$ cat src/rtl/z80_bus_pkg.sv
// Shared types and constants for the Z80 bus bridge and its strobe decoder.
package z80_bus_pkg;

  typedef enum logic [1:0] {IDLE, REQ, HOLD} bridge_state_e;

  typedef enum logic [2:0] {
    CYC_NONE,
    CYC_MEM_RD,
    CYC_MEM_WR,
    CYC_IO_RD,
    CYC_IO_WR
  } cyc_kind_e;

  localparam logic [7:0] OPEN_BUS_DATA = 8'hFF;

  function automatic logic cyc_is_write(input cyc_kind_e k);
    return (k == CYC_MEM_WR) || (k == CYC_IO_WR);
  endfunction

  function automatic logic cyc_is_io(input cyc_kind_e k);
    return (k == CYC_IO_RD) || (k == CYC_IO_WR);
  endfunction

endpackage

$ cat src/rtl/z80_strobe_decode.sv
// Combinational decode of Z80 bus strobes into a cycle kind.
// I/O decode is present only when Z80_BRIDGE_IO_EN is defined.
module z80_strobe_decode
  import z80_bus_pkg::*;
(
  input  logic      nM1,
  input  logic      nMREQ,
  input  logic      nIORQ,
  input  logic      nRD,
  input  logic      nWR,
  input  logic      nRFSH,
  output cyc_kind_e kind
);

  logic rw_act;
  assign rw_act = !nRD || !nWR;

`ifndef Z80_BRIDGE_IO_EN
  logic unused_io;
  assign unused_io = nM1 & nIORQ;
`endif

  // nWR wins when both strobes are low, so a glitchy RD+WR overlap is a write.
  always_comb begin
    kind = CYC_NONE;
    if (!nMREQ && nRFSH && rw_act) begin
      kind = !nWR ? CYC_MEM_WR : CYC_MEM_RD;
    end
`ifdef Z80_BRIDGE_IO_EN
    else if (!nIORQ && nM1 && rw_act) begin
      kind = !nWR ? CYC_IO_WR : CYC_IO_RD;
    end
`endif
  end

endmodule

$ cat src/rtl/z80_bus_bridge.sv
// Bridges Z80 MREQ (and IORQ with Z80_BRIDGE_IO_EN) cycles onto a req/ack port,
// stretching the core with nWAIT and aborting to open-bus data after TIMEOUT_CYC.
module z80_bus_bridge
  import z80_bus_pkg::*;
#(
  parameter int ADDR_W      = 16,
  parameter int DATA_W      = 8,
  parameter int TIMEOUT_CYC = 255
) (
  input  logic              CLK,
  input  logic              RESET,
  input  logic              nM1,
  input  logic              nMREQ,
  input  logic              nIORQ,
  input  logic              nRD,
  input  logic              nWR,
  input  logic              nRFSH,
  input  logic [ADDR_W-1:0] A,
  input  logic [DATA_W-1:0] D_IN,
  output logic [DATA_W-1:0] D_OUT,
  output logic              D_OE,
  output logic              nWAIT,
  output logic              mem_req,
  output logic              mem_we,
  output logic              mem_is_io,
  output logic [ADDR_W-1:0] mem_addr,
  output logic [DATA_W-1:0] mem_wdata,
  input  logic              mem_ack,
  input  logic [DATA_W-1:0] mem_rdata,
  output logic              timeout_err
);

  localparam logic [15:0] TO_LIM = 16'(TIMEOUT_CYC);

  cyc_kind_e     kind;
  bridge_state_e state_q, state_d;
  logic          req_q, req_d, we_q, we_d, io_q, io_d;
  logic          doe_q, doe_d, nwait_q, nwait_d, to_err_q, to_err_d;
  logic [ADDR_W-1:0] addr_q, addr_d;
  logic [DATA_W-1:0] wdata_q, wdata_d, dout_q, dout_d;
  logic [15:0]       cnt_q, cnt_d;

  z80_strobe_decode u_decode (
    .nM1   (nM1),
    .nMREQ (nMREQ),
    .nIORQ (nIORQ),
    .nRD   (nRD),
    .nWR   (nWR),
    .nRFSH (nRFSH),
    .kind  (kind)
  );

  always_comb begin
    state_d  = state_q;
    req_d    = req_q;
    we_d     = we_q;
    io_d     = io_q;
    addr_d   = addr_q;
    wdata_d  = wdata_q;
    dout_d   = dout_q;
    doe_d    = doe_q;
    nwait_d  = nwait_q;
    to_err_d = 1'b0;
    cnt_d    = cnt_q;
    case (state_q)
      IDLE: begin
        if (kind != CYC_NONE) begin
          addr_d  = A;
          wdata_d = D_IN;
          we_d    = cyc_is_write(kind);
          io_d    = cyc_is_io(kind);
          req_d   = 1'b1;
          nwait_d = 1'b0;
          cnt_d   = '0;
          state_d = REQ;
        end
      end
      REQ: begin
        if (req_q && mem_ack) begin
          if (!we_q) dout_d = mem_rdata;
          req_d   = 1'b0;
          state_d = HOLD;
        end else if (cnt_q + 16'd1 == TO_LIM) begin
          if (!we_q) dout_d = DATA_W'(OPEN_BUS_DATA);
          req_d    = 1'b0;
          nwait_d  = 1'b1;
          doe_d    = !we_q;
          to_err_d = 1'b1;
          state_d  = HOLD;
        end else begin
          cnt_d = cnt_q + 16'd1;
        end
      end
      HOLD: begin
        // After an ack, nWAIT is held one extra cycle so the read data is settled on D.
        if (!nwait_q) begin
          nwait_d = 1'b1;
          doe_d   = !we_q;
        end else if (nRD && nWR && nMREQ && nIORQ) begin
          doe_d   = 1'b0;
          state_d = IDLE;
        end
      end
      default: state_d = IDLE;
    endcase
  end

  always_ff @(posedge CLK) begin
    if (RESET) begin
      state_q  <= IDLE;
      req_q    <= 1'b0;
      we_q     <= 1'b0;
      io_q     <= 1'b0;
      addr_q   <= '0;
      wdata_q  <= '0;
      dout_q   <= '0;
      doe_q    <= 1'b0;
      nwait_q  <= 1'b1;
      to_err_q <= 1'b0;
      cnt_q    <= '0;
    end else begin
      state_q  <= state_d;
      req_q    <= req_d;
      we_q     <= we_d;
      io_q     <= io_d;
      addr_q   <= addr_d;
      wdata_q  <= wdata_d;
      dout_q   <= dout_d;
      doe_q    <= doe_d;
      nwait_q  <= nwait_d;
      to_err_q <= to_err_d;
      cnt_q    <= cnt_d;
    end
  end

  assign D_OUT       = dout_q;
  assign D_OE        = doe_q;
  assign nWAIT       = nwait_q;
  assign mem_req     = req_q;
  assign mem_we      = we_q;
  assign mem_is_io   = io_q;
  assign mem_addr    = addr_q;
  assign mem_wdata   = wdata_q;
  assign timeout_err = to_err_q;

endmodule

$ cat config.mk
export PLATFORM = sky130hd
export DESIGN_NAME = z80_bus_bridge
export DESIGN_NICKNAME = d
export VERILOG_FILES = /design/src/rtl/z80_bus_pkg.sv /design/src/rtl/z80_strobe_decode.sv /design/src/rtl/z80_bus_bridge.sv
export SDC_FILE = /design/constraint.sdc
export NUM_CORES = 1
export LEC_CHECK = 0
export ABC_AREA = 1
export BUFFER_PORTS_ARGS = -buffer_cell sky130_fd_sc_hd__buf_4
export CAP_MARGIN = 20
export CORE_ASPECT_RATIO = 0.5
export CORE_UTILIZATION = 47
export DETAILED_ROUTE_END_ITERATION = 12
export PLACE_DENSITY_LB_ADDON = 0.05
export SETUP_SLACK_MARGIN = 0.2
export SYNTH_ARGS = -nofsm -noshare
export SYNTH_HDL_FRONTEND = slang
export SYNTH_SLANG_ARGS = --single-unit
$ cat constraint.sdc
create_clock -name CLK -period 1.89 [get_ports CLK]
set_input_delay 0.2835 -clock CLK [delete_from_list [all_inputs] [get_ports CLK]]
set_output_delay 0.2835 -clock CLK [all_outputs]
set_load 0.05 [all_outputs]
[Word-level counts from Yosys, hierarchy flattened]
Index checks and enable logic that the tools add are counted.
W data, S select, Z words.
Word-level totals
  word-level logic and storage cells: 86
  output and inout port bits: 38
  flip-flop bits (word level): 56
  bits of input ports: 41
Cells by class
  bitwise gates (word level): 1
  muxes and demuxes: 30
  $add $sub $neg: 1
  reductions and logical operators: 27
  eq/ne operators: 16
Operator list (number)
  $mux W16: 3
  $mux W8: 4
  $pmux W16 S2: 1
  $reduce_and A4 Y1: 5
  $add A16 B1 Y16 const B: 1
  $eq A16 B8 Y1 const B: 1
  $ne A2 B2 Y1 const B: 8
  $mux W2: 6
  $mux W1: 11
  $eq A3 B2 Y1 const B: 2
  $logic_and A1 B1 Y1: 6
  $ne A3 B3 Y1 const B: 2
  $pmux W2 S3: 1
  $reduce_bool A2 Y1: 3
  $reduce_bool A3 Y1: 2
  $logic_not A1 Y1: 4
  $pmux W1 S2: 2
  $eq A3 B3 Y1 const B: 1
  $logic_or A1 B1 Y1: 3
  $mux W3: 1
  $pmux W1 S3: 1
  $reduce_and A3 Y1: 1
  $reduce_or A3 Y1: 1
  $eq A2 B1 Y1 const B: 1
  other kinds (4): 4

[Depth between registers and ports, before layout]
  depth in word-level cells: 7
  mapped depth: 15
  gate-level depth less buffers: 15

[Cells and area by module]
From an unflattened synthesis, not the netlist that was laid out.
Second synthesis, totals
  cell total of the unflattened synthesis: 450
  area total of the unflattened synthesis: 2905.3 um2
By module, submodules not included
  z80_bus_bridge: cells each 442, area an instance 2866.5 um2, instances 1, seq. area each 1121.1 um2
  z80_strobe_decode: cells each 8, area an instance 38.8 um2, instances 1, seq. area each 0.0 um2

[Worst setup path before layout]
OpenSTA, ideal clock, no wires.
  path kind: flip-flop to flip-flop
  from: register cnt_q[1]
  to: register cnt_q[12]
  clock period less this slack: 2023 ps
  setup time: 128 ps
  stages on the path, launching flop included: 14
  setup slack: -133 ps
  arrival: 1895 ps
  path buffers: 1
  required time: 1762 ps
  cells stage by stage: dfxtp_1 > ha_1 > nand2_1 > nor2_2 > nand2_1 > xor2_1 > nand3_1 > nor2_4 > nand3_4 > nand3_2 > buf_2 > nand2_1 > o21ai_1 > nor2_1
Between the ends
  word-level cells in the longest chain between the ends: 4
  elaborated cells between the ends (all ways): 7
  those cells by class: 1 x add/sub; 2 x eq/ne; 3 x mux; 1 x reduce/logical
Ends and longest elaborated chain
  start: declaration: RTL line z80_bus_bridge.sv:41  | logic [15:0] cnt_q, cnt_d;
  start signal: assignment: RTL line z80_bus_bridge.sv:132  | cnt_q <= cnt_d;
  $add A16 B1 Y16 *: RTL line z80_bus_bridge.sv:83, z80_bus_bridge.sv:91
  $eq A16 B8 Y1 or $mux W16 (tied branches): RTL line z80_bus_bridge.sv:83  | end else if (cnt_q + 16'd1 == TO_LIM) begin
  $ne A2 B2 Y1 (no source line) or $mux W16 (tied branches)
  $reduce_and A4 Y1 (no source line) or $pmux W16 S2 (tied branches)
Every way passes the cells marked *; elsewhere a longest branch is shown, timed or not. The select of a mux whose other input is x is not followed.
A chain may end at the register's enable or synchronous reset.

[Final worst setup path]
  from: register cnt_q[9]
  to: register cnt_q[11]
The elaborated chain is that of the path after synthesis.

==> flow_summary.toml <==
[worst_setup_path]
arrival_ns = 2.40
cpMostUsedCell = "nand2_1"
critPathBufInv = 2
cp_top_family = "simple AND/OR/NAND/NOR gates"
crit_fanout = 8
crit_chain = "nand2_2, nor2_2, nand3_1, nand2_1, nand2_1, nor2_2, nand2_2, nor2_4, nand3_4, nand3_4, buf_6, buf_12, nand2_1, o21ai_1, nor2_1"
required_ns = 2.08
cp_slowest_cell = "dfxtp_1"
slowest_delay_ns = 0.43
worst-setup-path-type = "register to register"
cp-start-kind = "register"
end_kind = "register"

[cts]
clk_path_buf_depth = 2
clk_pin_slew_ns = 0.07
clk_latency_ns = 0.30
numCtsBuffers = 5
root_buffer = "clkbuf_16"
htreeDepth = 2
cts_tree = "yes"
clock-sinks = 56

[grt]
grt_usage = 0.266
grt_pass1_wl_mm = 13.4
grt_pass1_vias = 2979
grt_max_degree = 26
grt-ovfl-total = 0
antenna_found_initial = 0

[final_layout]
stdcell_count = 614
area_growth_pct = 52.6
nFillCells = 415
design_area_sq_mm = 0.00433
final_core_util = 0.766
layout.nets = 586
regArea_sq_mm = 0.00113
multi_input_area_sq_mm = 0.00174
layout-drive-gt1-share = 0.409
diodes = 0

[synthesis]
yosysWarnings = 0
syn_area_sq_mm = 0.00284
ys_seq_area_frac = 0.395
yosys.area.top_type_share = 0.395
netlist_top_cells_area = "dfxtp_1, nor2_1, nand2_1"
yosysMostFrequentCell = "nor2_1"
synth_fp_nets = 471
syn_area_per_cell_sq_um = 6.68
ys_top_cells_by_count = "nor2_1, nand2_1, dfxtp_1"
ys_seq_elements = 56
async_reset_ff_frac = 0
synth_edf_count = 0
synth_flop_cell = "dfxtp_1"
yosysUniqueCellTypes = 28
synth_top_cell_by_area = "dfxtp_1"
synth_cells = 425

[sta]
hold_viol_final = 0
finClkSkew_ns = 0.00562
fmax_ghz = 0.452
hold-worst-slack_ns = 0.166
fin_ws_ns = -0.325
max_slew_margin = 0.702
maxSlewViolCount = 0
final.min_clock_period_ns = 2.21
worst_slew_pin_slew_ns = 0.446
rsz0062_at_grt = "true"
finalCritPeriodShare = 1.17
finalSetupViolCount = 30

[route]
wl_per_cell_microns = 14.5
num_vias = 3205
drt-vias-per-instance = 5.22
first_iter_violations = 195
drtAntennaViolNets = 0
drc = 0
drt_first_pass_iters = 5
routed_wl_mm = 8.87

[floorplanning]
rows = 19
die_h_microns = 56.9
die_w_microns = 112
start_util = 0.502
die_area_sq_mm = 0.00637
core-area_sq_mm = 0.00566
io_pins = 79

[place]
dp_hpwl_mm = 4.97
dp.cells = 589
post_dp_cell_area_sq_mm = 0.00370
place_congestion = 0.861
placement.io_buffers = 77

[pwr]
ir_drop_mv = 0.681
finalPower_w = 0.00595
powerDensity_mw_per_mm2 = 1370
power.leakage_nw = 2.03

[status]
violations = "setup timing"
outcome = "complete, but fails checks"

[flow_run]
max_cap_violations = 0

[min_path]
hp-class = "input pin to register"
## cell usage in the layout (no fill, tap or decap), types with 7 or more instances in the layout
master / synthesis / routed
dfxtp_1: 56 / 49
nand4_1: 7 / 7
nand3_1: 22 / 15
o21ai_1: 12 / 9
a21oi_1: 19 / 13
nand2_2: 8 / 23
nor2_2: 7 / 12
buf_6: 1 / 7
nand2_4: 0 / 7
buf_4: 0 / 114
or4_1: 8 / 8
nand2_1: 78 / 56
nor2_1: 98 / 90
a21oi_2: 3 / 9
inv_1: 40 / 39
o21ai_0: 29 / 26
## stage by stage
stage          setup WS (ns)  setup TNS [ns]
6_report              -0.325           -6.45
5_1_grt               -0.383           -9.09
4_1_cts               -0.112           -2.37
3_5_place_dp          -0.146           -2.57
3_3_place_gp          -0.115           -2.01
2_1_floorplan         0.0201               0
## power by group
group	total (W)	switching [W]	internal, W
registers	0.00173	0.000262	0.00147
logic	0.00315	0.00186	0.00129
clock network	0.00108	0.000444	0.000632
total	0.00595	0.00257	0.00338
## worst reg2reg max path, delay by kind of cell, from the launching register on
kind / cells / cell delay [ns]
flops: 1 / 0.43
compound gates: 1 / 0.11
buf+inv: 2 / 0.23
simple gates: 12 / 1.33
## repair_timing
action                                  CTS  global route
endpoints found under the setup margin   30            30
cloned                                    2             1
hold buffers                              0             0
setup buffers                            13             1
hold endpoints to repair                  0             0
pin swaps                                21            20
resized for setup                        51            32
## layout make-up
cell class	count	area share
Inverter	44	0.0384
Clock inverter	2	0.00895
Sequential cell	56	0.262
Timing Repair Buffer	125	0.239
Tap cell	73	0.0211
Clock buffer	6	0.0298
Multi-Input combinational cell	308	0.401
## cells by family after synthesis
kind of cell | synth area share
flops | 0.395
simple gates | 0.371
buf+inv | 0.0877
fa+ha+maj | 0.0220
xor+xnor | 0.00617
compound gates | 0.118
## registers in the layout, indices dropped and copies added, names as in the netlist
register,count
D_OUT,8
mem_addr,16
mem_wdata,8
mem_is_io,1
D_OE,1
cnt_q,16
mem_req,1
state_q,2
nWAIT,1
mem_we,1
timeout_err,1
## routing by layer
layer	vias up	wire length [microns]	track usage
met5	-	0	0
met4	0	128	0.0849
met3	18	761	0.0988
met2	117	4170	0.451
met1	1481	3810	0.318
li1	1589	-	-
## final timing paths
| kind | slack [ns] | startpoint | end | cells after the start |
|---|---|---|---|---|
| max | -0.32 | cnt_q[9] | cnt_q[11] | 15 |
| min | 0.17 | nWR | mem_we | 2 |
| max reg2reg | -0.32 | cnt_q[9] | cnt_q[11] | 15 |
| min reg2reg | 0.45 | D_OUT[2] | D_OUT[2] | 2 |
(Power assumes the default switching activity.)
